===== src/rtl/chip8_pkg.sv =====
// Shared definitions for the CHIP-8 core: fetch FSM encoding and program-counter constants.
package chip8_pkg;

    typedef enum logic [1:0] {
        S_ADDR_HI  = 2'd0,
        S_LATCH_HI = 2'd1,
        S_LATCH_LO = 2'd2,
        S_VALID    = 2'd3
    } fetch_state_e;

    localparam logic [11:0] RESET_PC     = 12'h200;
    localparam logic [11:0] FONT_BASE    = 12'h000;
    localparam int unsigned PC_STEP      = 2;
    localparam int unsigned PC_SKIP_STEP = 4;

endpackage


===== src/rtl/chip8_fetch.sv =====
// CHIP-8 instruction fetch: reads two bytes from a 1-cycle sync memory, presents the big-endian
// opcode over valid/ready, and applies redirects and skips from execute.
module chip8_fetch #(
    parameter int                 ADDR_W   = 12,
    parameter logic [ADDR_W-1:0] RESET_PC = ADDR_W'(chip8_pkg::RESET_PC)
) (
    input  logic              clk,
    input  logic              rst,
    output logic [ADDR_W-1:0] mem_addr,
    input  logic [7:0]        mem_data,
    input  logic              halt,
    output logic              op_valid,
    input  logic              op_ready,
    output logic [15:0]       opcode,
    output logic [ADDR_W-1:0] op_pc,
    input  logic              pc_load,
    input  logic [ADDR_W-1:0] pc_load_val,
    input  logic              pc_skip
);
    import chip8_pkg::*;

    localparam logic [ADDR_W-1:0] BYTE_STEP = ADDR_W'(1);
    localparam logic [ADDR_W-1:0] OP_STEP   = ADDR_W'(PC_STEP);
    localparam logic [ADDR_W-1:0] SKIP_STEP = ADDR_W'(PC_SKIP_STEP);

    fetch_state_e      state_q, state_d;
    logic [ADDR_W-1:0] pc_q, pc_d;
    logic [ADDR_W-1:0] op_pc_q, op_pc_d;
    logic [15:0]       opcode_q, opcode_d;
    logic              op_valid_q, op_valid_d;

    // The low byte is requested while the high byte's data is arriving.
    assign mem_addr = (state_q == S_LATCH_HI) ? pc_q + BYTE_STEP : pc_q;
    assign op_valid = op_valid_q;
    assign opcode   = opcode_q;
    assign op_pc    = op_pc_q;

    always_comb begin
        state_d    = state_q;
        pc_d       = pc_q;
        op_pc_d    = op_pc_q;
        opcode_d   = opcode_q;
        op_valid_d = op_valid_q;

        case (state_q)
            S_ADDR_HI: begin
                if (pc_load) begin
                    pc_d = pc_load_val;
                end else if (!halt) begin
                    state_d = S_LATCH_HI;
                end
            end
            S_LATCH_HI: begin
                if (pc_load) begin
                    pc_d    = pc_load_val;
                    state_d = S_ADDR_HI;
                end else begin
                    opcode_d[15:8] = mem_data;
                    state_d        = S_LATCH_LO;
                end
            end
            S_LATCH_LO: begin
                if (pc_load) begin
                    pc_d    = pc_load_val;
                    state_d = S_ADDR_HI;
                end else begin
                    opcode_d[7:0] = mem_data;
                    op_pc_d       = pc_q;
                    op_valid_d    = 1'b1;
                    state_d       = S_VALID;
                end
            end
            S_VALID: begin
                // Redirects and skips only take effect together with the handshake.
                if (op_ready) begin
                    op_valid_d = 1'b0;
                    state_d    = S_ADDR_HI;
                    if (pc_load) begin
                        pc_d = pc_load_val;
                    end else if (pc_skip) begin
                        pc_d = pc_q + SKIP_STEP;
                    end else begin
                        pc_d = pc_q + OP_STEP;
                    end
                end
            end
            default: state_d = S_ADDR_HI;
        endcase
    end

    always_ff @(posedge clk) begin
        if (rst) begin
            state_q    <= S_ADDR_HI;
            pc_q       <= RESET_PC;
            op_pc_q    <= RESET_PC;
            opcode_q   <= 16'h0000;
            op_valid_q <= 1'b0;
        end else begin
            state_q    <= state_d;
            pc_q       <= pc_d;
            op_pc_q    <= op_pc_d;
            opcode_q   <= opcode_d;
            op_valid_q <= op_valid_d;
        end
    end

endmodule

===== config.mk =====
export PLATFORM = sky130hd
export DESIGN_NAME = chip8_fetch
export DESIGN_NICKNAME = d
export VERILOG_FILES = /design/src/rtl/chip8_pkg.sv /design/src/rtl/chip8_fetch.sv
export SDC_FILE = /design/constraint.sdc
export NUM_CORES = 1
export LEC_CHECK = 0
export ABC_AREA = 1
export CORE_MARGIN = 3
export CORE_UTILIZATION = 40
export CTS_BUF_LIST = sky130_fd_sc_hd__clkbuf_2
export DETAILED_ROUTE_END_ITERATION = 16
export PLACE_DENSITY = 0.73
export REMOVE_ABC_BUFFERS = 1
export SETUP_SLACK_MARGIN = 0.5
export SYNTH_ARGS = -nofsm -noshare
export SYNTH_HDL_FRONTEND = slang
export SYNTH_SLANG_ARGS = --single-unit
export TNS_END_PERCENT = 20

===== constraint.sdc =====
create_clock -name clk -period 2.25 [get_ports clk]
set_input_delay 0.5625 -clock clk [delete_from_list [all_inputs] [get_ports clk]]
set_output_delay 0.5625 -clock clk [all_outputs]
set_load 0.02 [all_outputs]

# --- Yosys cells after proc, flatten, opt, wreduce, memory -nomap -nowiden ---
# Index checks and enable logic that the tools add are counted.
op_classes:
  reduce_logical: 8
  n_mux: 15
  n_eq_ne: 8
  addsub: 3
  bitwise_logic: 1
ops:
  columns: ["operator", "count"]
  rows:
  - ["$mux W12", 5]
  - ["$pmux W12 S2", 1]
  - ["$add A12 B1 Y12 const B", 1]
  - ["$add A12 B2 Y12 const B", 1]
  - ["$add A12 B3 Y12 const B", 1]
  - ["$mux W2", 5]
  - ["$ne A2 B2 Y1 const B", 4]
  - ["$pmux W2 S4", 1]
  - ["$reduce_and A2 Y1", 3]
  - ["$reduce_and A3 Y1", 2]
  - ["$eq A2 B2 Y1 const B", 2]
  - ["$reduce_or A3 Y1", 1]
  - ["$eq A2 B1 Y1 const B", 1]
  - ["$logic_not A2 Y1", 1]
  - ["$mux W1", 2]
  - ["$ne A2 B1 Y1 const B", 1]
  - ["$pmux W1 S2", 1]
  - ["$reduce_bool A2 Y1", 1]
  - ["$not A1 Y1", 1]
word_totals:
  output_inout_bits: 41
  in_bits: 26
  ff_bits: 43
  wordCells: 41

# --- Depth between registers and ports, before layout ---
depth:
  word_depth: 5
  ltp_mapped: 10
  ltp_nobuf: 10

# --- Least setup slack after synthesis ---
# OpenSTA, ideal clock, no wires.
synth_path:
  path_kind: "reg-to-output"
  startpoint: "register pc_q[1]"
  endpoint: "output mem_addr[10]"
  path_buffers: 0
  path_stages_with_launch: 6
  t_arrival_ps: 1325
  required_time_ps: 1688
  setup_slack_ps: 362
  cell_sequence: "dfxtp_1 > ha_1 > inv_1 > nor2_1 > nand3_1 > xor2_1"
synth_via:
  elab_chain_cells: 2
synth_lines:
  columns: ["element", "line", "source"]
  rows:
  - ["from (decl)", "chip8_fetch.sv:27", "logic [ADDR_W-1:0] pc_q, pc_d;"]
  - ["from (signal assigned)", "chip8_fetch.sv:100", "pc_q <= pc_d;"]
  - ["$add A12 B1 Y12", "chip8_fetch.sv:33", "assign mem_addr = (state_q == S_LATCH_HI) ? pc_q + BYTE_STEP : pc_q;"]
  - ["$mux W12", "chip8_fetch.sv:33", null]
  - ["to (decl)", "chip8_fetch.sv:9", "output logic [ADDR_W-1:0] mem_addr,"]
# Every way passes these cells.

# --- Final worst setup path ---
layout_path:
  startpoint: "register pc_q[1]"
  endpoint: "output mem_addr[9]"
# The elaborated chain is that of the path after synthesis.

==> impl_metrics.csv <==
group,metric,value,unit
route,post_drt_via_cell_ratio,5.00,
setup_path,path_buf_inv,2,
timing,fin_setup_tns,0,ns
clock_tree,cts_max_level,2,
finish,areaGrowthSynthToFinish,55.8,%
min_path,hold_class,"flop to flop",
setup_path,path_max_fanout,4,
logic_synthesis,syn-instance-count,315,
logic_synthesis,seq_area_frac_synth,0.396,
route,drt_iter0_markers,115,
logic_synthesis,netlist_area,2170,um^2
timing,finalSetupViolCount,0,
power_and_ir_drop,p_int,0.00103,W
logic_synthesis,postSynthAreaPerCell,6.90,um^2
power_and_ir_drop,vdd_drop_max,191,uV
logic_synthesis,synth_area_leader_cell,"dfxtp_1",
floorplanning,rows,26,
grt,antenna_found_initial,0,
grt,grt_max_degree,27,
power_and_ir_drop,clockPowerShare,0.229,
grt,overflow,0,
clock_tree,clock_sinks,43,
route,wirelength,6.71,mm
grt,track_usage,0.206,
setup_path,crit_top_cell,"nand2_1",
floorplanning,die_area,6360,um^2
timing,worstMarginPinSlew,0.357,ns
setup_path,cp_cell_sequence,"ha_4 -> inv_4 -> nor2_4 -> nand3_2 -> nand2_1 -> nand2_1 -> o21ai_1 -> buf_2",
route,num_vias,2409,
setup_path,critPathCaptureType,"output pin",
logic_synthesis,ys_async_sr_fraction,0,
place,port_buffers,66,
setup_path,cp-start-kind,"flop",
logic_synthesis,synth.distinct_cells,31,
finish,most-common-layout-cells,"nand2_1 (52), buf_4 (44), nor2_1 (39)",
timing,fmax,445,MHz
timing,slew_violations,0,
finish,nNetsFinal,440,
clock_tree,numCtsBuffers,5,
logic_synthesis,ys_seq_elements,43,
setup_path,setup.worst_path.class,"flop to output pin",
route,wire_per_inst,13.9,um
route,drc,0,
timing,finalClockSkew,0.0108,ns
place,hpwl,4.67,mm
grt,grt_pass1_vias,2276,
setup_path,worst_path_max_delay_cell,"dfxtp_4",
timing,relSlewSlack,0.762,
clock_tree,clk_latency,0.42,ns
power_and_ir_drop,powerDensity,442,nW/um^2
power_and_ir_drop,p_seq_frac,0.544,
finish,drive_gt1_frac,0.267,
logic_synthesis,synth.top_cells.by_area,"dfxtp_1 (40%), nand2_1 (11%), o21ai_0 (8.1%)",
logic_synthesis,ys.flop_type,"dfxtp_1",
setup_path,critPathMaxStageDelay,0.44,ns
power_and_ir_drop,switchingPower,0.000471,W
floorplanning,initial_utilization,0.420,
logic_synthesis,yosysTopAreaCellShare,0.396,
timing,hold_ws,0.480,ns
timing,grt_setup_unrepaired,"yes",
setup_path,arrival,1.68,ns
floorplanning,fp.dieH,79.7,um
clock_tree,clkTransAtPathRegs,0.23,ns
power_and_ir_drop,power_frac_comb,0.227,
grt,grt_first_pass_wirelength,10.5,mm
logic_synthesis,synth_edf_count,0,
setup_path,critical_path.top_delay_family,"flip-flops",
finish,mostFrequentLayoutCell,"nand2_1",
outcome,status,"finished, final reports clean",
finish,num_antenna_cells,0,
clock_tree,cts.root.buffer_cell,"clkbuf_2",
route,final_antenna_net_count,0,
job,max-cap-violations,0,
route,dr.pass1.iters,4,
power_and_ir_drop,sw_frac_of_total,0.315,
clock_tree,cts_buffer_depth,2,
timing,post-route-period-util,0.998,
power_and_ir_drop,leakage,1.91,nW
floorplanning,dieWidth,79.7,um
floorplanning,ios,67,
logic_synthesis,yosysWarnings,0,
timing,timing.final.hold_violations,0,
clock_tree,cts_tree,"done",
place,gp_congestion,0.900,
timing,period_needed,2.24,ns
floorplanning,core-area,5170,um^2
setup_path,crit_required,1.69,ns
[cells in the mapped netlist (2+ instances only)]
cell type	instances
o211ai_1	2
clkbuf_1	3
o21ai_1	2
inv_2	3
o21ai_0	35
nor2_2	5
buf_6	2
buf_2	6
nand4_1	2
nand2_1	61
inv_1	25
nor2_1	42
dfxtp_1	43
xor2_1	8
nand3_1	24
a21oi_1	29
nand2_2	7
ha_1	3
[power by group through the flow]
stage / clock network, W / registers (W) / logic, W
floorplan: 0 / 0.000835 / 0.000136
global placement: 0 / 0.000824 / 0.000317
detailed placement: 0 / 0.000824 / 0.000321
CTS: 0.000352 / 0.000813 / 0.000326
global route: 0.000382 / 0.000820 / 0.000369
finish: 0.000343 / 0.000816 / 0.000340
[metrics by stage]
stage	cells	cell area, um^2	power [W]	util	worst slack [ns]
5_1_grt	482	3390	0.00157	0.655	-0.0694
3_3_place_gp	468	3070	0.00114	0.594	-0.0507
4_1_cts	480	3230	0.00149	0.624	0.0536
3_5_place_dp	468	3070	0.00115	0.594	-0.0647
6_report	482	3390	0.00150	0.655	0.00529
2_1_floorplan	302	2100	0.000971	-	0.362
[cells by family (layout without fill, tap and decap cells)]
| group | after synthesis | in the layout | synth area share |
|---|---|---|---|
| adders and majority gates | 3 | 3 | 0.0173 |
| and+or+nand+nor | 147 | 147 | 0.293 |
| muxes | 1 | 1 | 0.00460 |
| buffers and inverters | 41 | 138 | 0.0834 |
| AOI/OAI and AO/OA | 71 | 71 | 0.170 |
| DFF | 43 | 43 | 0.396 |
| xor gates and xnor gates | 9 | 9 | 0.0363 |
[registers in the layout (all words and copies together), names as in the netlist]
signal    cells
pc_q         12
state_q       2
opcode       16
op_pc        12
op_valid      1
[worst min-delay path, stage by stage (launching register included)]
cell,delay [ns]
dfxtp_1,0.35
nand2_1,0.06
a21oi_1,0.06
[cell type report]
type / instances / area (um^2)
clock buffer: 6 / 30.0
sequential: 43 / 882
timing repair buffer: 102 / 976
clock inverter: 2 / 12.5
fill: 429 / 1790
multi-input combinational: 231 / 1280
inverter: 28 / 116
tap: 70 / 87.6
[timing repair]
action / CTS / global route
gates resized for setup: 91 / 62
hold buffers: 0 / 0
buffers inserted: 4 / 2
pin swaps: 16 / 10
endpoints found under the setup margin: 41 / 42
[path summary, 6_finish.rpt]
| check | from | endpoint | slack [ns] | cells past startpoint |
|---|---|---|---|---|
| max | pc_q[1]$_SDFFE_PP0P_ | mem_addr[9] | 0.005 | 8 |
| min | opcode[14]$_SDFFE_PP0P_ | opcode[14]$_SDFFE_PP0P_ | 0.48 | 2 |
| max reg2reg | pc_q[1]$_SDFFE_PP0P_ | pc_q[7]$_SDFFE_PP0P_ | 0.63 | 10 |
| min reg2reg | opcode[14]$_SDFFE_PP0P_ | opcode[14]$_SDFFE_PP0P_ | 0.48 | 2 |
[layer usage]
metal | global-route usage | routed length (um) | up-vias
li1 | - | - | 1224
met1 | 0.272 | 2960 | 1108
met2 | 0.344 | 3320 | 64
met3 | 0.0305 | 309 | 13
met4 | 0.0659 | 117 | 0
met5 | 0 | 0 | -
No activity file was read; power rests on OpenSTA's default activity.
